### src/rtl/serial_adder_if.sv
// Start/done handshake and operand/result bus for the bit-serial adder.
interface serial_adder_if #(
  parameter int WIDTH = 8
);
  logic             iStart;
  logic             iSub;
  logic             iCarry;
  logic [WIDTH-1:0] iAugend;
  logic [WIDTH-1:0] iAddend;
  logic             oBusy;
  logic             oDone;
  logic [WIDTH-1:0] oSum;
  logic             oCarry;

  modport master (
    output iStart, iSub, iCarry, iAugend, iAddend,
    input  oBusy, oDone, oSum, oCarry
  );

  modport slave (
    input  iStart, iSub, iCarry, iAugend, iAddend,
    output oBusy, oDone, oSum, oCarry
  );
endinterface

### src/rtl/serial_adder.sv
// Bit-serial adder/subtractor: one full-adder cell and a carry flop, LSB first,
// WIDTH busy cycles followed by a one-cycle done pulse.
module serial_adder #(
  parameter int WIDTH = 8
) (
  input logic           iClk,
  input logic           iRst,
  serial_adder_if.slave bus
);
  localparam int CNT_W = $clog2(WIDTH + 1);
  localparam logic [CNT_W-1:0] LAST_BIT = CNT_W'(WIDTH - 1);

  localparam logic [1:0] IDLE = 2'd0;
  localparam logic [1:0] RUN  = 2'd1;
  localparam logic [1:0] DONE = 2'd2;

  logic [1:0]       state;
  logic [WIDTH-1:0] opA;
  logic [WIDTH-1:0] opB;
  logic [WIDTH-1:0] result;
  logic [WIDTH-1:0] sumReg;
  logic             carry;
  logic             carryReg;
  logic [CNT_W-1:0] bitCnt;
  logic             bitSum;
  logic             bitCarry;
  logic [WIDTH:0]   resCat;

  function automatic logic majority(input logic a, input logic b, input logic c);
    return (a & b) | (a & c) | (b & c);
  endfunction

  // Full-adder cell; the new sum bit enters the result from the MSB side.
  always_comb begin
    bitSum   = opA[0] ^ opB[0] ^ carry;
    bitCarry = majority(opA[0], opB[0], carry);
    resCat   = {bitSum, result};
  end

  always_ff @(posedge iClk or posedge iRst) begin
    if (iRst) begin
      state    <= IDLE;
      opA      <= '0;
      opB      <= '0;
      result   <= '0;
      sumReg   <= '0;
      carry    <= 1'b0;
      carryReg <= 1'b0;
      bitCnt   <= '0;
    end else begin
      case (state)
        IDLE, DONE: begin
          if (bus.iStart) begin
            // Subtraction is A + ~B + 1, so the inverted operand and forced carry load here.
            opA    <= bus.iAugend;
            opB    <= bus.iSub ? ~bus.iAddend : bus.iAddend;
            carry  <= bus.iSub ? 1'b1 : bus.iCarry;
            bitCnt <= '0;
            state  <= RUN;
          end else begin
            state  <= IDLE;
          end
        end
        RUN: begin
          opA    <= opA >> 1;
          opB    <= opB >> 1;
          carry  <= bitCarry;
          result <= resCat[WIDTH:1];
          bitCnt <= bitCnt + CNT_W'(1);
          if (bitCnt == LAST_BIT) begin
            sumReg   <= resCat[WIDTH:1];
            carryReg <= bitCarry;
            state    <= DONE;
          end
        end
        default: state <= IDLE;
      endcase
    end
  end

  assign bus.oBusy  = (state == RUN);
  assign bus.oDone  = (state == DONE);
  assign bus.oSum   = sumReg;
  assign bus.oCarry = carryReg;
endmodule

### src/flat_wrapper.sv
// flat-port wrapper written by rule: the top's interface ports become plain ports
module serial_adder_flat 
#(
  parameter int WIDTH = 8
)
  (iClk, iRst, bus_iStart, bus_iSub, bus_iCarry, bus_iAugend, bus_iAddend, bus_oBusy, bus_oDone, bus_oSum, bus_oCarry);
  serial_adder_if #(.WIDTH(WIDTH)) bus_i ();
  input logic iClk;
  input logic iRst;
  input wire logic [$bits(bus_i.iStart)-1:0] bus_iStart;
  input wire logic [$bits(bus_i.iSub)-1:0] bus_iSub;
  input wire logic [$bits(bus_i.iCarry)-1:0] bus_iCarry;
  input wire logic [$bits(bus_i.iAugend)-1:0] bus_iAugend;
  input wire logic [$bits(bus_i.iAddend)-1:0] bus_iAddend;
  output wire logic [$bits(bus_i.oBusy)-1:0] bus_oBusy;
  output wire logic [$bits(bus_i.oDone)-1:0] bus_oDone;
  output wire logic [$bits(bus_i.oSum)-1:0] bus_oSum;
  output wire logic [$bits(bus_i.oCarry)-1:0] bus_oCarry;
  assign bus_i.iStart = bus_iStart;
  assign bus_i.iSub = bus_iSub;
  assign bus_i.iCarry = bus_iCarry;
  assign bus_i.iAugend = bus_iAugend;
  assign bus_i.iAddend = bus_iAddend;
  assign bus_oBusy = bus_i.oBusy;
  assign bus_oDone = bus_i.oDone;
  assign bus_oSum = bus_i.oSum;
  assign bus_oCarry = bus_i.oCarry;
  serial_adder #(.WIDTH(WIDTH)) u_core (.iClk(iClk), .iRst(iRst), .bus(bus_i));
endmodule
### config.mk
export PLATFORM = sky130hd
export DESIGN_NAME = serial_adder_flat
export DESIGN_NICKNAME = d
export VERILOG_FILES = /design/src/rtl/serial_adder_if.sv /design/src/rtl/serial_adder.sv /design/src/flat_wrapper.sv
export SDC_FILE = /design/constraint.sdc
export NUM_CORES = 1
export LEC_CHECK = 0
export BUFFER_PORTS_ARGS = -buffer_cell sky130_fd_sc_hd__buf_2
export CAP_MARGIN = 25
export CORE_MARGIN = 8
export CORE_UTILIZATION = 54
export CTS_BUF_LIST = sky130_fd_sc_hd__clkbuf_16
export DETAILED_ROUTE_END_ITERATION = 10
export PLACE_DENSITY_LB_ADDON = 0.3
export SYNTH_ARGS = -nofsm -noshare
export SYNTH_HDL_FRONTEND = slang
export SYNTH_SLANG_ARGS = --single-unit
### constraint.sdc
create_clock -name iClk -period 1.7 [get_ports iClk]
set_input_delay 0.34 -clock iClk [delete_from_list [all_inputs] [get_ports iClk]]
set_output_delay 0.34 -clock iClk [all_outputs]
set_load 0.05 [all_outputs]
==> out/qor.txt <==
outcome: finished, final reports clean
largest net degree at the start of global routing: 40
DP HPWL: 2354 µm
Clk pin slew, worst setup/hold paths: 60 ps
Synth-to-Final Area Change: 22.55%
port bufs: 31
initial antenna violation count: 0
Die H: 72.08 µm
DRT antenna net count: 0
RSZ-0062 raised after global routing: no
Startpoint Class: flop
syn_nets: 149
placed cells: 199
via/cell ratio: 5.430
worst-skew pair later-pin latency: 280 ps
Synth Instances: 126
clk buf depth: 2
Starting Density: 0.5607
Max Slew Vio Count: 0
Avg Inst Size Synth: 13.48 µm²
Routability Congestion: 0.7466
switch share: 0.3667
hold buffers post-CTS: 0
Seq/Total Area, Yosys: 0.5748
fin cells: 207
met3 usage: 0.05510
Unique masters post-synth: 25
die area: 5195 µm²
Gate power share: 0.412
top cells by count, synth: dfrtp_1 (39), mux2_2 (16), a22o_1 (10), nor2_1 (10)
CP required: 1360 ps
grt peak-use layer: met2
GRT met1 Usage: 0.1403
FP Rows: 20
Max Cap Viol: 0
Max-slew headroom: 0.5200
power per cell area: 2182 nW/µm²
post-synth top area share: 0.5748
Antenna diodes: 0
post-layout minimum cycle time: 1636 ps
Worst VDD drop: 0.0009177 V
largest cells by area after synthesis: dfrtp_1 (57%), mux2_2 (11%), a22o_1 (5.2%), a221o_1 (4.7%), xnor2_1 (4.1%)
Static Leak: 0.001029 µW
# setup viols final: 0
Layout Skew: 4.650 ps
post-route cell area: 2081 µm²
CTS Buf Count: 5
routed wire length: 3261 µm
first-pass GRT wire length: 5664 µm
most common cell in the synthesized netlist: dfrtp_1
global-route usage over all layers: 0.1399
P_sw: 1665 µW
H-tree depth: 2
FMAX: 611.1 MHz
placed standard-cell area: 1914 µm²
io pins: 32
worst min path class: in2async
EDFF count, synth: 0
crit path max fanout: 8
Fin. Hold Viols: 0
router iterations before antenna repair: 4
Yosys top cell by area: dfrtp_1
crit share post-route: 0.9626
Flop pwr share: 0.364
Global Route met2 Usage: 0.2558
GR Overflow Total: 0
average wire per standard cell: 15.75 µm
Root Driver: clkbuf_16
layout cell share with drive strength beyond 1: 0.3865
TNS Setup: 0 ps
nets: 185
ys async rst share: 1.000
synthesized area: 1698 µm²
DRC: 0
reg-to-reg startpoint: u_core.bitCnt[0]$_DFFE_PP0P_
Clk pwr share: 0.224
ys flop type: dfrtp_1
DRT iter0 DRCs: 51
Setup CP Type: reg2out
critical path capture point type: output port
detailed-route via count: 1,124
P_int: 2875 µW
worst-margin pin slew: 719.2 ps
Die X: 72.08 µm
register bit total from synthesis: 39
clock sinks: 39
synthesis warning total: 0
CORE AREA: 3028 µm²
WP data arrival: 1300 ps
CTS tree: done
Critical Path Start: u_core.state[1]$_DFFE_PP0P_
vias in the first global route: 1,247
[through the flow]
stage / setup WS [ps] / total power [µW] / hold WS (ps) / util
floorplan: 277.4 / 3088 / 449.6 / -
global placement: 211.3 / 3433 / 457.8 / 0.6322
detailed placement: 143.7 / 3534 / 469.8 / 0.6322
CTS: 55.81 / 4599 / 182.1 / 0.6872
global route: 0.4963 / 4820 / 219.8 / 0.6872
finish: 63.51 / 4541 / 163.7 / 0.6872
[layer usage]
layer	vias to the layer above	wire, µm	part of all wire
met4	0	32	0.0098
met1	568	1327	0.41
met2	29	1717	0.53
met5	-	0	0
met3	4	183	0.056
li1	523	-	-
[sequential cells by signal, summed over array words and instances (netlist names)]
register	flops
u_core.state	2
u_core.result	7
u_core.opA	8
u_core.bus.oSum	8
u_core.opB	8
u_core.bitCnt	4
u_core.bus.oCarry	1
u_core.carry	1
[repair_timing]
item / CTS / global route
setup buffers: 0 / 0
setup endpoints to repair: 1 / 0
gates resized for setup: 1 / 0
[layout make-up]
cell class / count / area, µm²
multi-input cells: 76 / 659.4
fillers: 242 / 947.2
flip-flops and latches: 39 / 975.9
repair buffers: 37 / 215.2
clock buffers: 5 / 125.1
clock inverters: 3 / 38.79
inverters: 3 / 11.26
well taps: 44 / 55.05
[critical path, cell delays in order, from the launching register on]
cell and delay (ps):
dfrtp_1 360, and2b_4 290, buf_4 160, buf_4 200
[cell usage in the layout (no fill, tap or decap), drive strengths merged]
cell type  Yosys  routed
fa             1       1
clkinv         0       2
xor2           1       1
nor2b          2       2
dfrtp         39      39
mux2          16      16
bufinv         0       1
ha             1       1
and2b          1       1
nor2          11      11
mux2i          2       2
o21ai          1       1
a21o           7       7
nor4b          1       1
inv            3       3
buf            7      37
clkbuf         1       5
xnor2          8       8
o31ai          1       1
a221o          8       8
a22o          10      10
nand2b         1       1
nand4          1       1
nand3          1       1
nand2          2       2
[power by group through the flow]
stage	Clock (µW)	Combinational, µW	Sequential (µW)
floorplan	0	1130	1960
global placement	0	1800	1630
finish	1020	1870	1650
detailed placement	0	1860	1670
CTS	1040	1900	1660
global route	1080	2030	1720
[worst paths after layout]
path	to	slack, ps	depth (start not counted)
max in group asynchronous	u_core.opB[5]$_DFFE_PP0P_	1200	3
min in group iClk	u_core.opA[7]$_DFFE_PP0P_	300	2
worst max-delay path	bus_oBusy	60	3
worst max register to register	u_core.bus.oSum[3]$_DFFE_PP0P_	130	5
worst min register to register	u_core.opA[2]$_DFFE_PP0P_	480	1
worst min-delay path	u_core.result[4]$_DFFE_PP0P_	160	3
[kinds of logic after synthesis]
kind of cell / count (synthesis) / synth area share
multiplexers: 18 / 0.1179
adder cells (fa/ha/maj): 2 / 0.01916
buffers and inverters: 11 / 0.03684
AND/OR/NAND/NOR: 20 / 0.06780
AO/OA/AOI/OAI: 27 / 0.1371
XOR/XNOR: 9 / 0.04643
flip-flops: 39 / 0.5748
Power figures use the tool's default switching activity.
